===== src/rtl/cla_pkg.sv =====
// Shared sizing helpers for the pipelined carry-lookahead adder.
package cla_pkg;

  // Ceiling division, used to spread lookahead groups evenly over stages.
  function automatic int ceil_div(input int num, input int den);
    return (num + den - 1) / den;
  endfunction

  // Number of lookahead groups across the operand.
  function automatic int n_groups(input int width, input int group);
    return width / group;
  endfunction

  // Groups handled by each pipeline stage (the last stage may get fewer).
  function automatic int groups_per_stage(input int width, input int group, input int stages);
    return ceil_div(width / group, stages);
  endfunction

  localparam int DEFAULT_WIDTH  = 32;
  localparam int DEFAULT_GROUP  = 4;
  localparam int DEFAULT_STAGES = 2;
  localparam int NGROUPS        = n_groups(DEFAULT_WIDTH, DEFAULT_GROUP);
  localparam int K              = ceil_div(NGROUPS, DEFAULT_STAGES);

endpackage


===== src/rtl/cla_group.sv =====
// Combinational GROUP-bit carry-lookahead block with group generate/propagate.
module cla_group #(
  parameter int GROUP = 4
) (
  input  logic [GROUP-1:0] a,
  input  logic [GROUP-1:0] b,
  input  logic             cin,
  output logic [GROUP-1:0] sum,
  output logic             g,
  output logic             p
);

  logic [GROUP-1:0] bit_g;
  logic [GROUP-1:0] bit_p;
  logic [GROUP-1:0] carry;
  logic             c_acc;
  logic             c_term;
  logic             c_chain;
  logic             g_term;

  assign bit_g = a & b;
  assign bit_p = a ^ b;

  // Every bit carry is a flat sum of products of g/p terms and cin, so no bit-to-bit ripple.
  always_comb begin
    carry   = '0;
    c_acc   = 1'b0;
    c_term  = 1'b0;
    c_chain = 1'b0;
    for (int i = 0; i < GROUP; i++) begin
      c_chain = cin;
      c_acc   = 1'b0;
      for (int j = 0; j < i; j++) begin
        c_chain = c_chain & bit_p[j];
        c_term  = bit_g[j];
        for (int k = j + 1; k < i; k++) begin
          c_term = c_term & bit_p[k];
        end
        c_acc = c_acc | c_term;
      end
      carry[i] = c_acc | c_chain;
    end
  end

  // Group generate: some bit generates and every bit above it propagates.
  always_comb begin
    g      = 1'b0;
    g_term = 1'b0;
    for (int j = 0; j < GROUP; j++) begin
      g_term = bit_g[j];
      for (int k = j + 1; k < GROUP; k++) begin
        g_term = g_term & bit_p[k];
      end
      g = g | g_term;
    end
  end

  assign p   = &bit_p;
  assign sum = bit_p ^ carry;

endmodule


===== src/rtl/pipelined_cla_adder.sv =====
// Pipelined carry-lookahead adder/subtractor with valid/ready on both sides.
// Each stage resolves a contiguous slice of groups and passes the carry on.
module pipelined_cla_adder
  import cla_pkg::*;
#(
  parameter int WIDTH  = DEFAULT_WIDTH,
  parameter int GROUP  = DEFAULT_GROUP,
  parameter int STAGES = DEFAULT_STAGES
) (
  input  logic             clk,
  input  logic             rst_n,
  input  logic             in_valid,
  output logic             in_ready,
  input  logic [WIDTH-1:0] a,
  input  logic [WIDTH-1:0] b,
  input  logic             cin,
  input  logic             sub,
  output logic             out_valid,
  input  logic             out_ready,
  output logic [WIDTH-1:0] sum,
  output logic             cout,
  output logic             overflow,
  output logic             zero
);

  localparam int NG   = n_groups(WIDTH, GROUP);
  localparam int KS   = groups_per_stage(WIDTH, GROUP, STAGES);
  localparam int LAST = STAGES - 1;

  if (WIDTH % GROUP != 0) begin : g_bad_width
    $fatal(1, "pipelined_cla_adder: WIDTH must be a multiple of GROUP");
  end
  if (STAGES < 1 || STAGES > NG) begin : g_bad_stages
    $fatal(1, "pipelined_cla_adder: STAGES must be within 1..WIDTH/GROUP");
  end

  // Stage registers
  logic             v_reg  [STAGES];
  logic [WIDTH-1:0] a_reg  [STAGES];
  logic [WIDTH-1:0] b_reg  [STAGES];
  logic [WIDTH-1:0] s_reg  [STAGES];
  logic             c_reg  [STAGES];
  logic             sa_reg [STAGES];
  logic             sb_reg [STAGES];
  logic             ov_reg;
  logic             z_reg;

  // What each stage consumes (input port for stage 0, previous register otherwise)
  logic             src_v  [STAGES];
  logic [WIDTH-1:0] src_a  [STAGES];
  logic [WIDTH-1:0] src_b  [STAGES];
  logic [WIDTH-1:0] src_s  [STAGES];
  logic             src_c  [STAGES];
  logic             src_sa [STAGES];
  logic             src_sb [STAGES];
  logic [WIDTH-1:0] nxt_s  [STAGES];
  logic             nxt_c  [STAGES];
  logic             en     [STAGES];

  logic [GROUP-1:0] grp_sum  [NG];
  logic             grp_g    [NG];
  logic             grp_p    [NG];
  logic             grp_cin  [NG];
  logic             grp_cout [NG];

  logic [WIDTH-1:0] b_eff;
  logic             c0;
  logic             ov_next;
  logic             z_next;
  logic             unused_ok;

  assign b_eff = sub ? ~b : b;
  assign c0    = sub ? 1'b1 : cin;

  for (genvar gi = 0; gi < STAGES; gi++) begin : g_stage
    localparam int LO     = gi * KS;
    localparam int HI_END = ((gi + 1) * KS < NG) ? (gi + 1) * KS : NG;
    localparam int HI     = HI_END - 1;

    if (gi == 0) begin : g_src_in
      assign src_v[gi]  = in_valid;
      assign src_a[gi]  = a;
      assign src_b[gi]  = b_eff;
      assign src_s[gi]  = '0;
      assign src_c[gi]  = c0;
      assign src_sa[gi] = a[WIDTH-1];
      assign src_sb[gi] = b_eff[WIDTH-1];
    end else begin : g_src_reg
      assign src_v[gi]  = v_reg[gi-1];
      assign src_a[gi]  = a_reg[gi-1];
      assign src_b[gi]  = b_reg[gi-1];
      assign src_s[gi]  = s_reg[gi-1];
      assign src_c[gi]  = c_reg[gi-1];
      assign src_sa[gi] = sa_reg[gi-1];
      assign src_sb[gi] = sb_reg[gi-1];
    end

    // A stage with no groups of its own just forwards the carry.
    if (LO > HI) begin : g_pass_carry
      assign nxt_c[gi] = src_c[gi];
    end else begin : g_stage_carry
      assign nxt_c[gi] = grp_cout[HI];
    end

    for (genvar bi = 0; bi < WIDTH; bi++) begin : g_bit
      if ((bi / GROUP) >= LO && (bi / GROUP) <= HI) begin : g_new
        assign nxt_s[gi][bi] = grp_sum[bi / GROUP][bi % GROUP];
      end else begin : g_keep
        assign nxt_s[gi][bi] = src_s[gi][bi];
      end
    end

    // A register may load when it is empty or its content moves on this cycle.
    if (gi == LAST) begin : g_en_last
      assign en[gi] = !v_reg[gi] | out_ready;
    end else begin : g_en_mid
      assign en[gi] = !v_reg[gi] | en[gi+1];
    end
  end

  for (genvar gi = 0; gi < NG; gi++) begin : g_grp
    localparam int ST = gi / KS;

    // First group of a stage takes the stage carry; the rest use group lookahead.
    if (gi % KS == 0) begin : g_cin_stage
      assign grp_cin[gi] = src_c[ST];
    end else begin : g_cin_look
      assign grp_cin[gi] = grp_cout[gi-1];
    end

    cla_group #(.GROUP(GROUP)) u_group (
      .a   (src_a[ST][gi*GROUP +: GROUP]),
      .b   (src_b[ST][gi*GROUP +: GROUP]),
      .cin (grp_cin[gi]),
      .sum (grp_sum[gi]),
      .g   (grp_g[gi]),
      .p   (grp_p[gi])
    );

    assign grp_cout[gi] = grp_g[gi] | (grp_p[gi] & grp_cin[gi]);
  end

  assign ov_next = (src_sa[LAST] == src_sb[LAST]) & (nxt_s[LAST][WIDTH-1] != src_sa[LAST]);
  assign z_next  = (nxt_s[LAST] == '0);

  // Advance the pipeline; stalled stages hold, empty stages fill behind a stall.
  always_ff @(posedge clk or negedge rst_n) begin
    if (!rst_n) begin
      for (int i = 0; i < STAGES; i++) begin
        v_reg[i]  <= 1'b0;
        a_reg[i]  <= '0;
        b_reg[i]  <= '0;
        s_reg[i]  <= '0;
        c_reg[i]  <= 1'b0;
        sa_reg[i] <= 1'b0;
        sb_reg[i] <= 1'b0;
      end
      ov_reg <= 1'b0;
      z_reg  <= 1'b0;
    end else begin
      for (int i = 0; i < STAGES; i++) begin
        if (en[i]) begin
          v_reg[i]  <= src_v[i];
          a_reg[i]  <= src_a[i];
          b_reg[i]  <= src_b[i];
          s_reg[i]  <= nxt_s[i];
          c_reg[i]  <= nxt_c[i];
          sa_reg[i] <= src_sa[i];
          sb_reg[i] <= src_sb[i];
        end
      end
      if (en[LAST]) begin
        ov_reg <= ov_next;
        z_reg  <= z_next;
      end
    end
  end

  // Operand bits of already-summed groups are carried but never read downstream.
  always_comb begin
    unused_ok = 1'b0;
    for (int i = 0; i < STAGES; i++) begin
      unused_ok = unused_ok ^ (^a_reg[i]) ^ (^b_reg[i]) ^ sa_reg[i] ^ sb_reg[i];
    end
  end

  assign in_ready  = en[0];
  assign out_valid = v_reg[LAST];
  assign sum       = s_reg[LAST];
  assign cout      = c_reg[LAST];
  assign overflow  = ov_reg;
  assign zero      = z_reg;

endmodule


===== config.mk =====
export PLATFORM = sky130hd
export DESIGN_NAME = pipelined_cla_adder
export DESIGN_NICKNAME = d
export VERILOG_FILES = /design/src/rtl/cla_pkg.sv /design/src/rtl/cla_group.sv /design/src/rtl/pipelined_cla_adder.sv
export SDC_FILE = /design/constraint.sdc
export NUM_CORES = 1
export LEC_CHECK = 0
export ABC_AREA = 1
export CAP_MARGIN = 20
export CORE_AREA = 2 2 145 147
export CTS_BUF_LIST = sky130_fd_sc_hd__clkbuf_8
export DETAILED_ROUTE_END_ITERATION = 6
export DIE_AREA = 0 0 147 149
export PLACE_DENSITY = 0.48
export SYNTH_ARGS = -nofsm -noshare
export SYNTH_HDL_FRONTEND = slang
export SYNTH_SLANG_ARGS = --single-unit

===== constraint.sdc =====
create_clock -name clk -period 2.6 [get_ports clk]
set_input_delay 0.52 -clock clk [delete_from_list [all_inputs] [get_ports clk]]
set_output_delay 0.52 -clock clk [all_outputs]
set_load 0.05 [all_outputs]

==> impl_metrics.prom, run 1 <==
# TYPE chip_impl_metric gauge
chip_impl_metric{name="clk_latency",unit="ps"} 390
chip_impl_metric{name="ctsHoldBuffers",unit=""} 0
chip_impl_metric{name="initial_core_util",unit="%"} 24.3
chip_impl_info{name="cts_root_buffer",value="sky130_fd_sc_hd__clkbuf_8"} 1
chip_impl_metric{name="routed_via_density",unit=""} 4.00
chip_impl_metric{name="period_needed",unit="ps"} 2530
chip_impl_metric{name="std_cell_rows",unit=""} 53
chip_impl_metric{name="critical_path.max_fanout",unit=""} 3
chip_impl_metric{name="top_level_ports",unit=""} 107
chip_impl_metric{name="share_of_total_power_consumed_by_net_switching",unit="%"} 42.3
chip_impl_metric{name="global_route.usage.total",unit="%"} 12.4
chip_impl_metric{name="postLayoutSetupSlackWorst",unit="ps"} 71.8
chip_impl_metric{name="port_buffers",unit=""} 106
chip_impl_metric{name="synth.top_cell.area_share",unit="%"} 43.1
chip_impl_metric{name="setup-violations-final",unit=""} 0
chip_impl_metric{name="drt_iter0_drc",unit=""} 141
chip_impl_metric{name="worst_ep_required_time",unit="ps"} 2920
chip_impl_info{name="worst_hold_path_type",value="in -> async"} 1
chip_impl_metric{name="synthesis.area_per_instance",unit="um2"} 8.40
chip_impl_metric{name="syn_to_final_growth",unit="%"} 44.0
chip_impl_metric{name="residual_drc",unit=""} 0
chip_impl_metric{name="cts_buffers",unit=""} 9
chip_impl_metric{name="post-route-period-util",unit="%"} 97.2
chip_impl_metric{name="p_seq_share",unit="%"} 34.4
chip_impl_metric{name="count_of_cell_types_in_the_netlist",unit=""} 27
chip_impl_metric{name="cp_data_arrival_time",unit="ps"} 2850
chip_impl_metric{name="finalNonFillerCells",unit=""} 1037
chip_impl_metric{name="syn_area",unit="mm2"} 0.00500
chip_impl_info{name="timing.critical_path.from_type",value="register"} 1
chip_impl_metric{name="netlist_instances",unit=""} 595
chip_impl_metric{name="synth_seq_cells",unit=""} 86
chip_impl_metric{name="fmaxAchievable",unit="MHz"} 396
chip_impl_metric{name="met3_usage",unit="%"} 3.55
chip_impl_metric{name="chipWidth",unit="um"} 147
chip_impl_info{name="crit_family",value="simple AND/OR/NAND/NOR gates"} 1
chip_impl_metric{name="largest_register_ff_count",unit=""} 32
chip_impl_metric{name="fill_cells",unit=""} 2195
chip_impl_metric{name="max_stage_delay",unit="ps"} 530
chip_impl_metric{name="detail_route.wl_per_cell",unit="um"} 12.4
chip_impl_metric{name="max_slew.worst_pin.slew",unit="ps"} 601
chip_impl_metric{name="grt_util_met1",unit="%"} 16.3
chip_impl_metric{name="final_layout_size_suffix_gt1_share",unit="%"} 16.5
chip_impl_metric{name="number_of_warnings_reported_in_the_yosys_synthesis_log",unit=""} 0
chip_impl_metric{name="grt_max_degree",unit=""} 51
chip_impl_info{name="timing.critical_path.cells",value="ha_1 -> inv_1 -> nor2_1 -> nand2_1 -> nand3_2 -> nand2_2 -> nand2_4 -> nand2_2 -> nand2_2 -> fa_1 -> nor3_2 -> nand2_1 -> nor3_2 -> nand3_1 -> nor2_1 -> nand2_1 -> nand2_1"} 1
chip_impl_metric{name="power-per-cell-area",unit="mW/mm2"} 770
chip_impl_info{name="critical-path-slowest-cell",value="sky130_fd_sc_hd__fa_1"} 1
chip_impl_info{name="setup.worst_path.end_class",value="register"} 1
chip_impl_info{name="post-synth-top-area-cell",value="sky130_fd_sc_hd__dfrtp_1"} 1
chip_impl_info{name="setup.worst_path.class",value="reg -> reg"} 1
chip_impl_metric{name="post-dp-hpwl",unit="mm"} 9.73
chip_impl_metric{name="residual_antenna_violating_net_count_after_detailed_routing",unit=""} 0
chip_impl_metric{name="wire_length_of_the_first_global_routing_pass",unit="mm"} 21.3
chip_impl_metric{name="ff2ff_setup_slack",unit="ps"} 70
chip_impl_metric{name="timing.final.hold_violations",unit=""} 0
chip_impl_metric{name="preCtsSetupSlack",unit="ps"} -384
chip_impl_metric{name="worstPathBufferInverterCount",unit=""} 1
chip_impl_metric{name="postLayoutCoreUtil",unit="%"} 35.0
chip_impl_metric{name="cts_max_level",unit=""} 3
chip_impl_metric{name="slew_violations",unit=""} 0
chip_impl_metric{name="maximum_vdd_drop",unit="V"} 0.000293
chip_impl_metric{name="cts.sinks",unit=""} 86
chip_impl_metric{name="worst_setup_hold_path_clk_slew",unit="ps"} 90
chip_impl_info{name="run_status",value="finished clean"} 1
chip_impl_metric{name="placed_cells_incl_taps",unit=""} 1014
chip_impl_metric{name="grt.met2_usage",unit="%"} 20.6
chip_impl_metric{name="clock-skew-final",unit="ps"} 19.7
chip_impl_info{name="cp_common_cell",value="sky130_fd_sc_hd__nand2_1"} 1
chip_impl_metric{name="seq_area_frac_synth",unit="%"} 43.1
chip_impl_metric{name="synth.net_count",unit=""} 713
chip_impl_metric{name="p_sw",unit="uW"} 2340
chip_impl_metric{name="grt_pass1_vias",unit=""} 4229
chip_impl_metric{name="postRouteWirelength",unit="mm"} 12.9
chip_impl_metric{name="vias",unit=""} 4152
chip_impl_metric{name="total_leakage_power",unit="uW"} 0.00339
chip_impl_info{name="tritoncts",value="built"} 1
chip_impl_metric{name="finish.net_count",unit=""} 875
chip_impl_metric{name="totalPowerFinal",unit="uW"} 5540
chip_impl_metric{name="die_height",unit="um"} 149
chip_impl_metric{name="clk_network_pwr_share",unit="%"} 18.4
chip_impl_info{name="grt_setup_unrepaired",value="yes"} 1
chip_impl_metric{name="drt_pre_antenna_iters",unit=""} 4
chip_impl_info{name="synthTopCellsByArea",value="sky130_fd_sc_hd__dfrtp_1 43%, sky130_fd_sc_hd__nand2_1 15%, sky130_fd_sc_hd__ha_1 10%"} 1
chip_impl_metric{name="die_ar",unit="mm2"} 0.0219
chip_impl_metric{name="insertedDiodeCount",unit=""} 0
chip_impl_info{name="grt.busiest_layer",value="met2"} 1
chip_impl_metric{name="maxSlewHeadroom",unit="%"} 60.0
chip_impl_metric{name="intPower",unit="uW"} 3200
chip_impl_metric{name="gp_congestion",unit=""} 0.732
chip_impl_metric{name="clock_tree.buffer_depth",unit=""} 2
chip_impl_metric{name="max_cap_viol_count",unit=""} 0
chip_impl_metric{name="grt_antenna_before_repair",unit=""} 0
chip_impl_metric{name="area_of_the_core",unit="mm2"} 0.0206
chip_impl_metric{name="comb_power_share",unit="%"} 47.2
chip_impl_metric{name="globalRouteOverflowTotal",unit=""} 0
-- cells by family after synthesis --
logic type                 after synthesis  synth area share, %
and+or+nand+nor                        259                 21.0
adders and majority gates               48                 13.2
DFF                                     86                 43.1
buffers and inverters                   76                 6.18
xor gates and xnor gates                50                 8.76
AOI/OAI and AO/OA                       76                 7.81
-- metal layers --
metal / part of all wire [%] / wire (um) / vias up
met5: 0 / 0 / -
met4: 0.71 / 91 / 0
met3: 4.3 / 560 / 10
met2: 46 / 5990 / 74
met1: 49 / 6270 / 1876
li1: - / - / 2192
-- cell usage in the layout (no fill, tap or decap), drive strengths merged --
cell type and count:
or2 3, dlymetal6s2s 1, inv 56, clkinv 5, xor2 23, clkbuf 10
o21a 1, fa 8, a31oi 3, xnor2 27, nor3 7, nand4 4
dfrtp 86, clkdlybuf4s50 102, buf 68, nor2 26, ha 40, o21ai 58
nand2 206, a21oi 14, bufinv 1, nand3 13
-- stage by stage --
stage / setup TNS (ps) / instance area (um2) / hold slack [ps]
floorplan: 0 / 5020 / 224
global placement: -2350 / 6750 / 462
detailed placement: -2590 / 6750 / 465
CTS: 0 / 6970 / 132
global route: -214 / 7190 / 152
finish: 0 / 7190 / 130
-- final timing paths --
check | cells after the start | endpoint | from
hold reg to reg | 2 | out_valid$_DFFE_PN0P_ | src_v[0]$_DFFE_PN0P_
hold / removal | 1 | a_reg[58]$_DFFE_PN0P_ | rst_n
max in group asynchronous | 2 | b_reg[53]$_DFFE_PN0P_ | rst_n
setup / recovery | 17 | zero$_DFFE_PN0P_ | b_reg[48]$_DFFE_PN0P_
setup reg to reg | 17 | zero$_DFFE_PN0P_ | b_reg[48]$_DFFE_PN0P_
min in group clk | 2 | out_valid$_DFFE_PN0P_ | src_v[0]$_DFFE_PN0P_
-- area by class of cell --
| cell class | count | area (um2) | area share [%] |
|---|---|---|---|
| clock buffer | 9 | 124 | 1.72 |
| sequential | 86 | 2150 | 29.9 |
| timing repair buffer | 172 | 1560 | 21.7 |
| inverter | 55 | 206 | 2.87 |
| clock inverter | 7 | 81.3 | 1.13 |
| tap | 275 | 344 | 4.78 |
| multi-input combinational | 433 | 2720 | 37.8 |
-- power by group through the flow --
stage	Combinational [uW]	Sequential (uW)	Clock (uW)
after floorplan	894	2520	0
after global placement	2520	1930	0
after detailed placement	2530	1920	0
after CTS	2540	1900	1060
after global routing	2900	1950	1110
final	2610	1910	1020
-- timing repair --
action,4_1_cts,5_1_grt
gates cloned,0,0
setup endpoints to repair,2,10
buffers inserted,0,7
pin swaps,0,13
resized for setup,2,33
-- Yosys cell counts --
master / n
sky130_fd_sc_hd__o21a_1: 1
sky130_fd_sc_hd__nand3_1: 12
sky130_fd_sc_hd__buf_1: 1
sky130_fd_sc_hd__nor3_1: 7
sky130_fd_sc_hd__ha_1: 40
sky130_fd_sc_hd__nor2_4: 1
sky130_fd_sc_hd__buf_2: 10
sky130_fd_sc_hd__nand2_2: 6
sky130_fd_sc_hd__nand2_1: 200
sky130_fd_sc_hd__buf_4: 1
sky130_fd_sc_hd__inv_1: 54
sky130_fd_sc_hd__dfrtp_1: 86
sky130_fd_sc_hd__or2_2: 1
sky130_fd_sc_hd__a21oi_1: 13
sky130_fd_sc_hd__clkinv_1: 1
sky130_fd_sc_hd__a21oi_2: 1
sky130_fd_sc_hd__xnor2_1: 27
sky130_fd_sc_hd__nand4_1: 4
sky130_fd_sc_hd__xor2_1: 23
sky130_fd_sc_hd__fa_1: 8
sky130_fd_sc_hd__nand3_2: 1
sky130_fd_sc_hd__clkbuf_1: 8
sky130_fd_sc_hd__nor2_1: 25
sky130_fd_sc_hd__o21ai_0: 58
sky130_fd_sc_hd__or2_4: 2
sky130_fd_sc_hd__buf_6: 1
sky130_fd_sc_hd__a31oi_1: 3
(Power assumes the default switching activity.)
==> run 2, diff against run 1 <==
--- a/config.mk
+++ b/config.mk
@@ -12,6 +12,7 @@
 export DETAILED_ROUTE_END_ITERATION = 6
 export DIE_AREA = 0 0 147 149
 export PLACE_DENSITY = 0.48
+export SLEW_MARGIN = 0
 export SYNTH_ARGS = -nofsm -noshare
 export SYNTH_HDL_FRONTEND = slang
 export SYNTH_SLANG_ARGS = --single-unit
==> constraint.sdc (replaced) <==
create_clock -name clk -period 3.2 [get_ports clk]
set_input_delay 0.64 -clock clk [delete_from_list [all_inputs] [get_ports clk]]
set_output_delay 0.64 -clock clk [all_outputs]
set_load 0.05 [all_outputs]
==> run 2 against run 1 <==
Global-route usage is 0.23 points lower. Clock-buffer cell count grew 2. Clock power fell by 21%. Final cell count decreased by 5.5%. Register-to-register slack gained 490 ps. Sequential share of layout area up 2.7 points.
==> impl_metrics.prom, run 2 (synthesis gave the netlist of run 1 again) <==
# TYPE chip_impl_metric gauge
chip_impl_info{name="timing.critical_path.cells",value="clkdlybuf4s50_1 -> xnor2_1 -> inv_1 -> ha_1 -> nand2_1 -> nor2_1 -> nand2_2 -> nand3_2 -> nand2_2 -> nand2_2 -> nand2_2 -> nand2_2 -> inv_1 -> fa_1 -> xor2_1 -> o21ai_0"} 1
chip_impl_info{name="layout_common_cells",value="200 x sky130_fd_sc_hd__nand2_1, 103 x sky130_fd_sc_hd__clkdlybuf4s50_1, 86 x sky130_fd_sc_hd__dfrtp_1"} 1
chip_impl_metric{name="worstPathBufferInverterCount",unit=""} 3
chip_impl_metric{name="std_cell_rows",unit=""} 53
chip_impl_info{name="r2r-end",value="zero$_DFFE_PN0P_"} 1
chip_impl_metric{name="maximum_vdd_drop",unit="V"} 0.000182
chip_impl_metric{name="grt_max_degree",unit=""} 80
chip_impl_metric{name="maxSlewHeadroom",unit="%"} 62.6
chip_impl_metric{name="vias",unit=""} 3961
chip_impl_metric{name="final_layout_size_suffix_gt1_share",unit="%"} 5.53
chip_impl_info{name="crit_start",value="b[0]"} 1
chip_impl_metric{name="preCtsSetupSlack",unit="ps"} 116
chip_impl_metric{name="max_slew.worst_pin.slew",unit="ps"} 560
chip_impl_metric{name="routed_via_density",unit=""} 4.04
chip_impl_metric{name="totalPowerFinal",unit="uW"} 4220
chip_impl_metric{name="drt_pre_antenna_iters",unit=""} 4
chip_impl_metric{name="grt_pass1_vias",unit=""} 3992
chip_impl_info{name="timing.critical_path.from_type",value="input port"} 1
chip_impl_metric{name="slew_violations",unit=""} 0
chip_impl_metric{name="cts.sinks",unit=""} 86
chip_impl_metric{name="wire_length_of_the_first_global_routing_pass",unit="mm"} 20.6
chip_impl_metric{name="detail_route.wl_per_cell",unit="um"} 12.9
chip_impl_metric{name="fmaxAchievable",unit="MHz"} 377
chip_impl_info{name="cts_root_buffer",value="sky130_fd_sc_hd__clkbuf_8"} 1
chip_impl_metric{name="worst_ep_required_time",unit="ps"} 3510
chip_impl_metric{name="clock-skew-final",unit="ps"} 10.2
chip_impl_metric{name="power-per-cell-area",unit="mW/mm2"} 641
chip_impl_metric{name="critical_path.max_fanout",unit=""} 3
chip_impl_metric{name="setup-violations-final",unit=""} 0
chip_impl_info{name="final_common_cell",value="sky130_fd_sc_hd__nand2_1"} 1
chip_impl_info{name="worst_hold_path_type",value="in -> async"} 1
chip_impl_info{name="critical-path-slowest-cell",value="sky130_fd_sc_hd__clkdlybuf4s50_1"} 1
chip_impl_metric{name="max_stage_delay",unit="ps"} 410
chip_impl_metric{name="top_level_ports",unit=""} 107
chip_impl_info{name="crit-reg2reg-launch",value="a_reg[53]$_DFFE_PN0P_"} 1
chip_impl_metric{name="period_needed",unit="ps"} 2650
chip_impl_metric{name="insertedDiodeCount",unit=""} 0
chip_impl_metric{name="total_leakage_power",unit="uW"} 0.00310
chip_impl_metric{name="clock_tree.buffer_depth",unit=""} 2
chip_impl_metric{name="syn_to_final_growth",unit="%"} 32.0
chip_impl_info{name="cp_common_cell",value="sky130_fd_sc_hd__nand2_2"} 1
chip_impl_metric{name="clk_latency",unit="ps"} 380
chip_impl_metric{name="grt_antenna_before_repair",unit=""} 0
chip_impl_metric{name="worst_setup_hold_path_clk_slew",unit="ps"} 90
chip_impl_metric{name="residual_drc",unit=""} 0
chip_impl_metric{name="initial_core_util",unit="%"} 24.3
chip_impl_metric{name="residual_antenna_violating_net_count_after_detailed_routing",unit=""} 0
chip_impl_metric{name="chipWidth",unit="um"} 147
chip_impl_metric{name="max_cap_viol_count",unit=""} 0
chip_impl_metric{name="drt_iter0_drc",unit=""} 124
chip_impl_metric{name="cts_max_level",unit=""} 3
chip_impl_metric{name="finalNonFillerCells",unit=""} 980
chip_impl_metric{name="cts_post_setup_buffers_inserted",unit=""} 0
chip_impl_metric{name="die_height",unit="um"} 149
chip_impl_metric{name="postRouteWirelength",unit="mm"} 12.6
chip_impl_info{name="setup.worst_path.end_class",value="register"} 1
chip_impl_metric{name="post-dp-hpwl",unit="mm"} 9.60
chip_impl_metric{name="cp_data_arrival_time",unit="ps"} 2960
chip_impl_info{name="tritoncts",value="built"} 1
chip_impl_info{name="grt_setup_unrepaired",value="no"} 1
chip_impl_metric{name="ff2ff_setup_slack",unit="ps"} 560
chip_impl_metric{name="placed_cells_incl_taps",unit=""} 964
chip_impl_metric{name="timing.final.hold_violations",unit=""} 0
chip_impl_metric{name="ctsHoldBuffers",unit=""} 0
chip_impl_metric{name="postLayoutSetupSlackWorst",unit="ps"} 545
chip_impl_metric{name="global_route.usage.total",unit="%"} 12.2
chip_impl_metric{name="die_ar",unit="mm2"} 0.0219
chip_impl_metric{name="largest_register_ff_count",unit=""} 32
chip_impl_metric{name="port_buffers",unit=""} 106
chip_impl_metric{name="totalNegativeSetupSlack",unit="ps"} 0
chip_impl_info{name="crit_family",value="adder cells"} 1
chip_impl_info{name="setup.worst_path.class",value="in -> reg"} 1
chip_impl_metric{name="cts_repair_resize_count",unit=""} 0
chip_impl_metric{name="finish.net_count",unit=""} 818
chip_impl_metric{name="post-route-period-util",unit="%"} 83.0
chip_impl_info{name="run_status",value="finished clean"} 1
chip_impl_metric{name="gp_congestion",unit=""} 0.744
chip_impl_metric{name="worst_r2r_path_depth",unit=""} 15
chip_impl_metric{name="globalRouteOverflowTotal",unit=""} 0
chip_impl_metric{name="area_of_the_core",unit="mm2"} 0.0206
chip_impl_metric{name="cts_buffers",unit=""} 9
-- run 2: cell types whose count changed in the layout (fill, tap and decap cells not counted), sizes merged --
cell / previous run / this run
clkinv: 5 / 4
dlymetal6s2s: 1 / 0
buf: 68 / 12
clkdlybuf4s50: 102 / 103
clkbuf: 10 / 11
inv: 56 / 55
-- run 2: layout make-up --
| class | count | area [um2] |
|---|---|---|
| Clock buffer | 11 | 151 |
| Clock inverter | 5 | 48.8 |
| Fill cell | 2250 | 14000 |
| Inverter | 55 | 206 |
| Multi-Input combinational cell | 433 | 2540 |
| Sequential cell | 86 | 2150 |
| Tap cell | 275 | 344 |
| Timing Repair Buffer | 115 | 1160 |
-- run 2: layer usage --
metal	track usage, %	wire (um)
met1	15.5	5820
met2	19.9	5820
met3	3.55	781
met4	4.18	177
met5	0	0
-- run 2: worst reg2reg max path, stage by stage, from the launching register on --
cell	delay, ps
sky130_fd_sc_hd__dfrtp_1	380
sky130_fd_sc_hd__ha_1	360
sky130_fd_sc_hd__nand2_1	130
sky130_fd_sc_hd__a21oi_1	70
sky130_fd_sc_hd__nor3_1	160
sky130_fd_sc_hd__nand2_1	150
sky130_fd_sc_hd__nand2_1	80
sky130_fd_sc_hd__nand2_1	100
sky130_fd_sc_hd__fa_1	460
sky130_fd_sc_hd__nor3_1	140
sky130_fd_sc_hd__nand2_1	90
sky130_fd_sc_hd__nor3_1	160
sky130_fd_sc_hd__nand3_1	100
sky130_fd_sc_hd__nor2_1	90
sky130_fd_sc_hd__nand2_1	60
sky130_fd_sc_hd__nand2_1	50
-- run 2: worst max-delay path by stage --
stage / end / slack, ps / cells past startpoint
floorplan: nxt_s[13]$_DFFE_PN0P_ / 370 / 17
global placement: nxt_s[13]$_DFFE_PN0P_ / 130 / 16
detailed placement: nxt_s[13]$_DFFE_PN0P_ / 120 / 16
CTS: zero$_DFFE_PN0P_ / 500 / 17
global route: nxt_s[13]$_DFFE_PN0P_ / 250 / 16
finish: nxt_s[13]$_DFFE_PN0P_ / 550 / 16
-- run 2: power breakdown --
part	switching, uW	total, uW	internal (uW)
registers	183	1540	1350
clock network	410	808	397
logic	1190	1880	689
total	1780	4220	2440
-- run 2: through the flow --
step | utilization [%] | hold slack [ps] | instance area (um2)
floorplan | - | 344 | 5000
global placement | 31.1 | 459 | 6390
detailed placement | 31.1 | 467 | 6390
CTS | 32.1 | 258 | 6600
global route | 32.1 | 266 | 6600
finish | 32.1 | 250 | 6600
==> run 3, diff against run 2 <==
--- a/config.mk
+++ b/config.mk
@@ -11,7 +11,7 @@
 export CTS_BUF_LIST = sky130_fd_sc_hd__clkbuf_8
 export DETAILED_ROUTE_END_ITERATION = 6
 export DIE_AREA = 0 0 147 149
-export PLACE_DENSITY = 0.48
+export PLACE_DENSITY = 0.49
 export SLEW_MARGIN = 0
 export SYNTH_ARGS = -nofsm -noshare
 export SYNTH_HDL_FRONTEND = slang
==> constraint.sdc (replaced) <==
create_clock -name clk -period 2.3 [get_ports clk]
set_input_delay 0.46 -clock clk [delete_from_list [all_inputs] [get_ports clk]]
set_output_delay 0.46 -clock clk [all_outputs]
set_load 0.05 [all_outputs]
==> run 3 against run 2 <==
The flow now finishes with violations (setup timing). Critical path depth rose by 2. Power rose by 48%. Worst hold slack got worse by 210 ps. Wire length rose by 6.0%. Critical endpoint is now zero$_DFFE_PN0P_. Highest routed layer unchanged.
==> impl_metrics.prom, run 3 (synthesis gave the netlist of run 1 again) <==
# TYPE chip_impl_metric gauge
chip_impl_info{name="run_status",value="finished with violations"} 1
chip_impl_info{name="failing_checks",value="setup timing"} 1
chip_impl_metric{name="placed_cells_incl_taps",unit=""} 1027
chip_impl_metric{name="critical_path.max_fanout",unit=""} 2
chip_impl_metric{name="timing.final.hold_violations",unit=""} 0
chip_impl_metric{name="worst_ep_required_time",unit="ps"} 2620
chip_impl_metric{name="std_cell_rows",unit=""} 53
chip_impl_metric{name="globalRouteOverflowTotal",unit=""} 0
chip_impl_metric{name="grt_antenna_before_repair",unit=""} 0
chip_impl_metric{name="total_leakage_power",unit="uW"} 0.00355
chip_impl_metric{name="worst_setup_hold_path_clk_slew",unit="ps"} 90
chip_impl_info{name="worst_hold_path_type",value="in -> async"} 1
chip_impl_info{name="cp_common_cell",value="sky130_fd_sc_hd__nand2_1"} 1
chip_impl_metric{name="initial_core_util",unit="%"} 24.3
chip_impl_info{name="cts_root_buffer",value="sky130_fd_sc_hd__clkbuf_8"} 1
chip_impl_metric{name="residual_drc",unit=""} 0
chip_impl_metric{name="postRouteWirelength",unit="mm"} 13.4
chip_impl_metric{name="max_cap_viol_count",unit=""} 0
chip_impl_metric{name="max_slew.worst_pin.slew",unit="ps"} 554
chip_impl_metric{name="die_ar",unit="mm2"} 0.0219
chip_impl_metric{name="routed_via_density",unit=""} 4.03
chip_impl_metric{name="wire_length_of_the_first_global_routing_pass",unit="mm"} 21.7
chip_impl_metric{name="syn_to_final_growth",unit="%"} 49.1
chip_impl_metric{name="drt_pre_antenna_iters",unit=""} 4
chip_impl_metric{name="postLayoutCoreUtil",unit="%"} 36.2
chip_impl_metric{name="port_buffers",unit=""} 106
chip_impl_metric{name="worstPathBufferInverterCount",unit=""} 2
chip_impl_metric{name="fmaxAchievable",unit="MHz"} 404
chip_impl_metric{name="gp_congestion",unit=""} 0.776
chip_impl_metric{name="area_of_the_core",unit="mm2"} 0.0206
chip_impl_metric{name="post-route-period-util",unit="%"} 108
chip_impl_metric{name="maxSlewHeadroom",unit="%"} 63.0
chip_impl_metric{name="global_route.usage.total",unit="%"} 12.7
chip_impl_metric{name="postLayoutSetupSlackWorst",unit="ps"} -177
chip_impl_metric{name="drt_iter0_drc",unit=""} 163
chip_impl_info{name="layout_common_cells",value="187 x sky130_fd_sc_hd__nand2_1, 90 x sky130_fd_sc_hd__clkdlybuf4s50_1, 86 x sky130_fd_sc_hd__dfrtp_1"} 1
chip_impl_metric{name="maximum_vdd_drop",unit="V"} 0.000227
chip_impl_info{name="timing.critical_path.cells",value="ha_1 -> nand2_1 -> inv_1 -> nor2_2 -> o21ai_1 -> a21oi_1 -> nand2_2 -> buf_4 -> ha_1 -> nand2_1 -> nand3_2 -> nand2_2 -> nand2_4 -> xor2_2 -> nand2_1 -> nor2_1 -> nand2_1 -> nand2_1"} 1
chip_impl_metric{name="max_stage_delay",unit="ps"} 390
chip_impl_metric{name="totalPowerFinal",unit="uW"} 6270
chip_impl_info{name="setup.worst_path.end_class",value="register"} 1
chip_impl_metric{name="post-dp-hpwl",unit="mm"} 10.1
chip_impl_info{name="timing.critical_path.from_type",value="register"} 1
chip_impl_metric{name="vias",unit=""} 4235
chip_impl_info{name="setup.worst_path.class",value="reg -> reg"} 1
chip_impl_metric{name="setup-violations-final",unit=""} 3
chip_impl_metric{name="totalNegativeSetupSlack",unit="ps"} -303
chip_impl_metric{name="fin_hold_ws",unit="ps"} 43.0
chip_impl_info{name="tritoncts",value="built"} 1
chip_impl_info{name="critical-path-slowest-cell",value="sky130_fd_sc_hd__dfrtp_1"} 1
chip_impl_metric{name="residual_antenna_violating_net_count_after_detailed_routing",unit=""} 0
chip_impl_metric{name="final_layout_size_suffix_gt1_share",unit="%"} 21.1
chip_impl_metric{name="cp_data_arrival_time",unit="ps"} 2800
chip_impl_metric{name="top_level_ports",unit=""} 107
chip_impl_metric{name="period_needed",unit="ps"} 2480
chip_impl_metric{name="chipWidth",unit="um"} 147
chip_impl_metric{name="clock_tree.buffer_depth",unit=""} 2
chip_impl_info{name="crit_family",value="simple AND/OR/NAND/NOR gates"} 1
chip_impl_metric{name="die_height",unit="um"} 149
chip_impl_metric{name="clk_latency",unit="ps"} 370
chip_impl_info{name="grt_setup_unrepaired",value="yes"} 1
chip_impl_metric{name="insertedDiodeCount",unit=""} 0
chip_impl_metric{name="detail_route.wl_per_cell",unit="um"} 12.7
chip_impl_metric{name="power-per-cell-area",unit="mW/mm2"} 842
chip_impl_metric{name="grt_max_degree",unit=""} 63
chip_impl_metric{name="grt_pass1_vias",unit=""} 4310
chip_impl_metric{name="cts_buffers",unit=""} 9
chip_impl_metric{name="cts.sinks",unit=""} 86
chip_impl_metric{name="largest_register_ff_count",unit=""} 32
chip_impl_metric{name="slew_violations",unit=""} 0
chip_impl_info{name="final_common_cell",value="sky130_fd_sc_hd__nand2_1"} 1
chip_impl_metric{name="clock-skew-final",unit="ps"} 9.03
chip_impl_metric{name="finalNonFillerCells",unit=""} 1052
chip_impl_metric{name="finish.net_count",unit=""} 890
chip_impl_metric{name="cts_max_level",unit=""} 3
==> run 3: cell types whose count changed in the layout (fill, tap and decap cells not counted), sizes merged <==
cell / delta
buf: +72
bufinv: -1
clkbuf: +2
clkdlybuf4s50: -13
clkinv: -1
clkinvlp: +1
dlygate4sd2: +5
dlymetal6s2s: +7
==> run 3: final cells by class <==
cell class / instances / area (um2)
Clock buffer: 12 / 165
Clock inverter: 4 / 21.3
Fill cell: 2184 / 13100
Inverter: 55 / 206
Multi-Input combinational cell: 433 / 2840
Sequential cell: 86 / 2150
Tap cell: 275 / 344
Timing Repair Buffer: 187 / 1720
==> run 3: per-layer routing <==
metal | GRT usage (%) | vias up | share of wire [%]
met5 | 0 | - | 0
met4 | 4.90 | 0 | 2.1
met1 | 15.7 | 1913 | 45
met3 | 2.78 | 19 | 4.4
li1 | - | 2218 | -
met2 | 21.9 | 85 | 49
==> run 3: worst paths after layout <==
check	startpoint	to	slack (ps)	depth (start not counted)
max	a_reg[57]$_DFFE_PN0P_	zero$_DFFE_PN0P_	-180	18
min	rst_n	b_reg[53]$_DFFE_PN0P_	40	1
max reg2reg	a_reg[57]$_DFFE_PN0P_	zero$_DFFE_PN0P_	-180	18
min reg2reg	sum[24]$_DFFE_PN0P_	sum[24]$_DFFE_PN0P_	480	2
max in group asynchronous	rst_n	nxt_s[1]$_DFFE_PN0P_	1610	2
min in group clk	sum[24]$_DFFE_PN0P_	sum[24]$_DFFE_PN0P_	480	2
==> run 3: through the flow <==
stage | worst slack (ps) | area (um2)
2_1_floorplan | -187 | 5120
3_3_place_gp | -577 | 6980
3_5_place_dp | -644 | 6980
4_1_cts | -205 | 7310
5_1_grt | -391 | 7450
6_report | -177 | 7450
==> run 3: report_power, final <==
part	leakage (uW)	switching, uW	total, uW	internal [uW]
Clock	0.0000996	569	1040	474
Sequential	0.00103	238	2120	1880
Combinational	0.00242	1820	3110	1290
Total	0.00355	2620	6270	3650
==> run 3: what timing repair did <==
item | 4_1_cts | 5_1_grt
hold buffers | 0 | 0
pin swaps | 31 | 24
resized for setup | 31 | 32
endpoints found under the setup margin | 15 | 16
setup buffers | 8 | 1
==> RTL change, RTL diff (settings of run 3) <==
Register the output `overflow` once more; this adds one clock of latency there. The other outputs are not delayed to match.
--- a/src/rtl/pipelined_cla_adder.sv
+++ b/src/rtl/pipelined_cla_adder.sv
@@ -188,7 +188,9 @@
   assign out_valid = v_reg[LAST];
   assign sum       = s_reg[LAST];
   assign cout      = c_reg[LAST];
-  assign overflow  = ov_reg;
+  always_ff @(posedge clk) begin
+    overflow <= ov_reg;
+  end
   assign zero      = z_reg;
 
 endmodule
Formal check against the unedited RTL: not equivalent (Yosys sat finds a counterexample within 4 cycles, from zero or initial values and one cycle with rst_n low).
==> RTL change against run 3 <==
The flow still finishes with violations (setup timing). Clock power down 5%. Final area grew 2.0%. Area after synthesis increased by 0.80%. Power rose by 1.5%. Synthesized cell count increased by 0.17%. First-iteration DRC count is 20% higher. Wire length shrank 2.9%. Setup slack gained 1.4 ps. Via count is 2.1% higher. Sequential cell count rose by 1. Critical endpoint unchanged. Largest power group unchanged. Highest routed layer unchanged.
==> RTL change: results (changes against run 3) <==
| Metric | Value |
|---|---|
| Status | finished, violations left (unchanged) |
| Violated checks | setup timing (unchanged) |
| Global-route wire length before repair | 21.4 mm (was 21.7 mm) |
| Gr usage total | 12.3% (was 12.7%) |
| Register bit total from synthesis | 87 (was 86) |
| Non-filler cells in the finished layout | 1068 (was 1052) |
| Final Net Count | 907 (was 890) |
| Crit path from | b_reg[53] (was a_reg[57]) |
| Vias in the first global route | 4330 (was 4310) |
| Detailed Route WL | 13.0 mm (was 13.4 mm) |
| Worst-margin pin slew | 559 ps (was 554 ps) |
| GPL Wtd Cong | 0.784 (was 0.776) |
| Dpl cells | 1036 (was 1027) |
| Post-synth net total | 714 (was 713) |
| DP Worst Slack | -592 ps (was -644 ps) |
| Starting DRT DRC Count | 196 (was 163) |
| Share of the yosys chip area belonging to registers | 43.1% (about the same) |
| Number of vias per cell | 4.05 (was 4.03) |
| DP Wirelength | 10.2 mm (was 10.1 mm) |
| Worst Setup Slack, final | -176 ps (was -177 ps) |
| VDD IR-drop max | 0.264 mV (was 0.227 mV) |
| Count of cell types in the netlist | 31 (was 27) |
| Final Skew | 11.8 ps (was 9.03 ps) |
| Hold Crit Class | reg2reg (was in2async) |
| Synth-to-layout area growth | 50.8% (was 49.1%) |
| Crit Path Max Fanout | 3 (was 2) |
| Synth Instances | 596 (was 595) |
| Hold Slack | 387 ps (was 43.0 ps) |
| DP Area | 7020 um2 (was 6980 um2) |
| Setup TNS | -317 ps (was -303 ps) |
| Final setup violation count | 3 (unchanged) |
| Static Leak | 3.65 nW (was 3.55 nW) |
| Fillers | 2164 (was 2184) |
| Top cells by area, synth | dfrtp_1 (43%), nand2_1 (15%), ha_1 (9.9%) (was dfrtp_1 (43%), nand2_1 (15%), ha_1 (10%)) |
| Largest net degree at the start of global routing | 80 (was 63) |
| Share of layout cells above drive strength 1 | 22.3% (was 21.1%) |
==> RTL change: changes by cell type after synthesis, sizes merged, moves of 2 or more <==
| cell | change |
|---|---|
| o21ai | +3 |
| inv | +3 |
| nand3 | -2 |
| xnor2 | +2 |
| xor2 | -2 |
| clkbuf | -5 |
| nand2 | -4 |
| buf | +5 |
==> RTL change: what timing repair did <==
| action | CTS | global route |
|---|---|---|
| gates cloned | 0 | 0 |
| pin swaps | 19 | 29 |
| endpoints found under the hold margin | 21 | 0 |
| hold buffers | 1 | 0 |
| gates resized for setup | 26 | 42 |
| buffers inserted | 7 | 10 |
| setup endpoints to repair | 16 | 16 |
==> RTL change: layout make-up <==
cell class | instances | area share [%]
clock buffer | 9 | 1.63
clock inverter | 6 | 0.577
inverter | 58 | 2.87
multi-input combinational | 430 | 37.4
sequential | 87 | 28.6
tap | 275 | 4.53
timing repair buffer | 203 | 24.4
==> RTL change: per-layer routing <==
layer	global-route usage (%)	vias to the layer above	part of all wire, %
met5	0	-	0
met4	4.33	0	1.9
met3	2.26	16	3.9
met2	19.4	85	45
met1	16.9	1969	49
li1	-	2255	-
==> RTL change: final timing paths <==
| path | to | cells past startpoint |
|---|---|---|
| max in group asynchronous | sum[28] | 3 |
| min in group asynchronous | sum[12] | 2 |
| setup reg to reg | zero | 16 |
| hold / removal | overflow | 0 |
| setup / recovery | zero | 16 |
| hold reg to reg | overflow | 0 |
==> RTL change: cells by family (layout without fill, tap and decap cells) <==
family                     Yosys count  count (layout)  synth area share [%]
and+or+nand+nor                    253             253                  20.4
DFF                                 87              87                  43.1
AOI/OAI and AO/OA                   79              79                  7.97
buffers and inverters               79             276                  6.68
xor gates and xnor gates            50              50                  8.69
adders and majority gates           48              48                  13.1
==> RTL change: worst max-delay path, stage by stage, from the launching register on <==
cell and delay [ps]:
dfrtp_1 400, ha_1 310, buf_4 140, nand2_1 50, nor2_1 110, nand2_2 70
nand2_2 90, nand2_2 50, nand2_2 80, fa_2 420, inv_1 80, nand4_1 160
nor2_1 130, nand3_1 100, nor2_1 130, nand2_1 70, nand2_1 50
==> RTL change: power breakdown <==
part	switching, mW	total [mW]	internal, mW	leakage, nW
logic	1.85	3.24	1.38	2.52
registers	0.243	2.15	1.90	1.04
clock network	0.588	0.983	0.395	0.0863
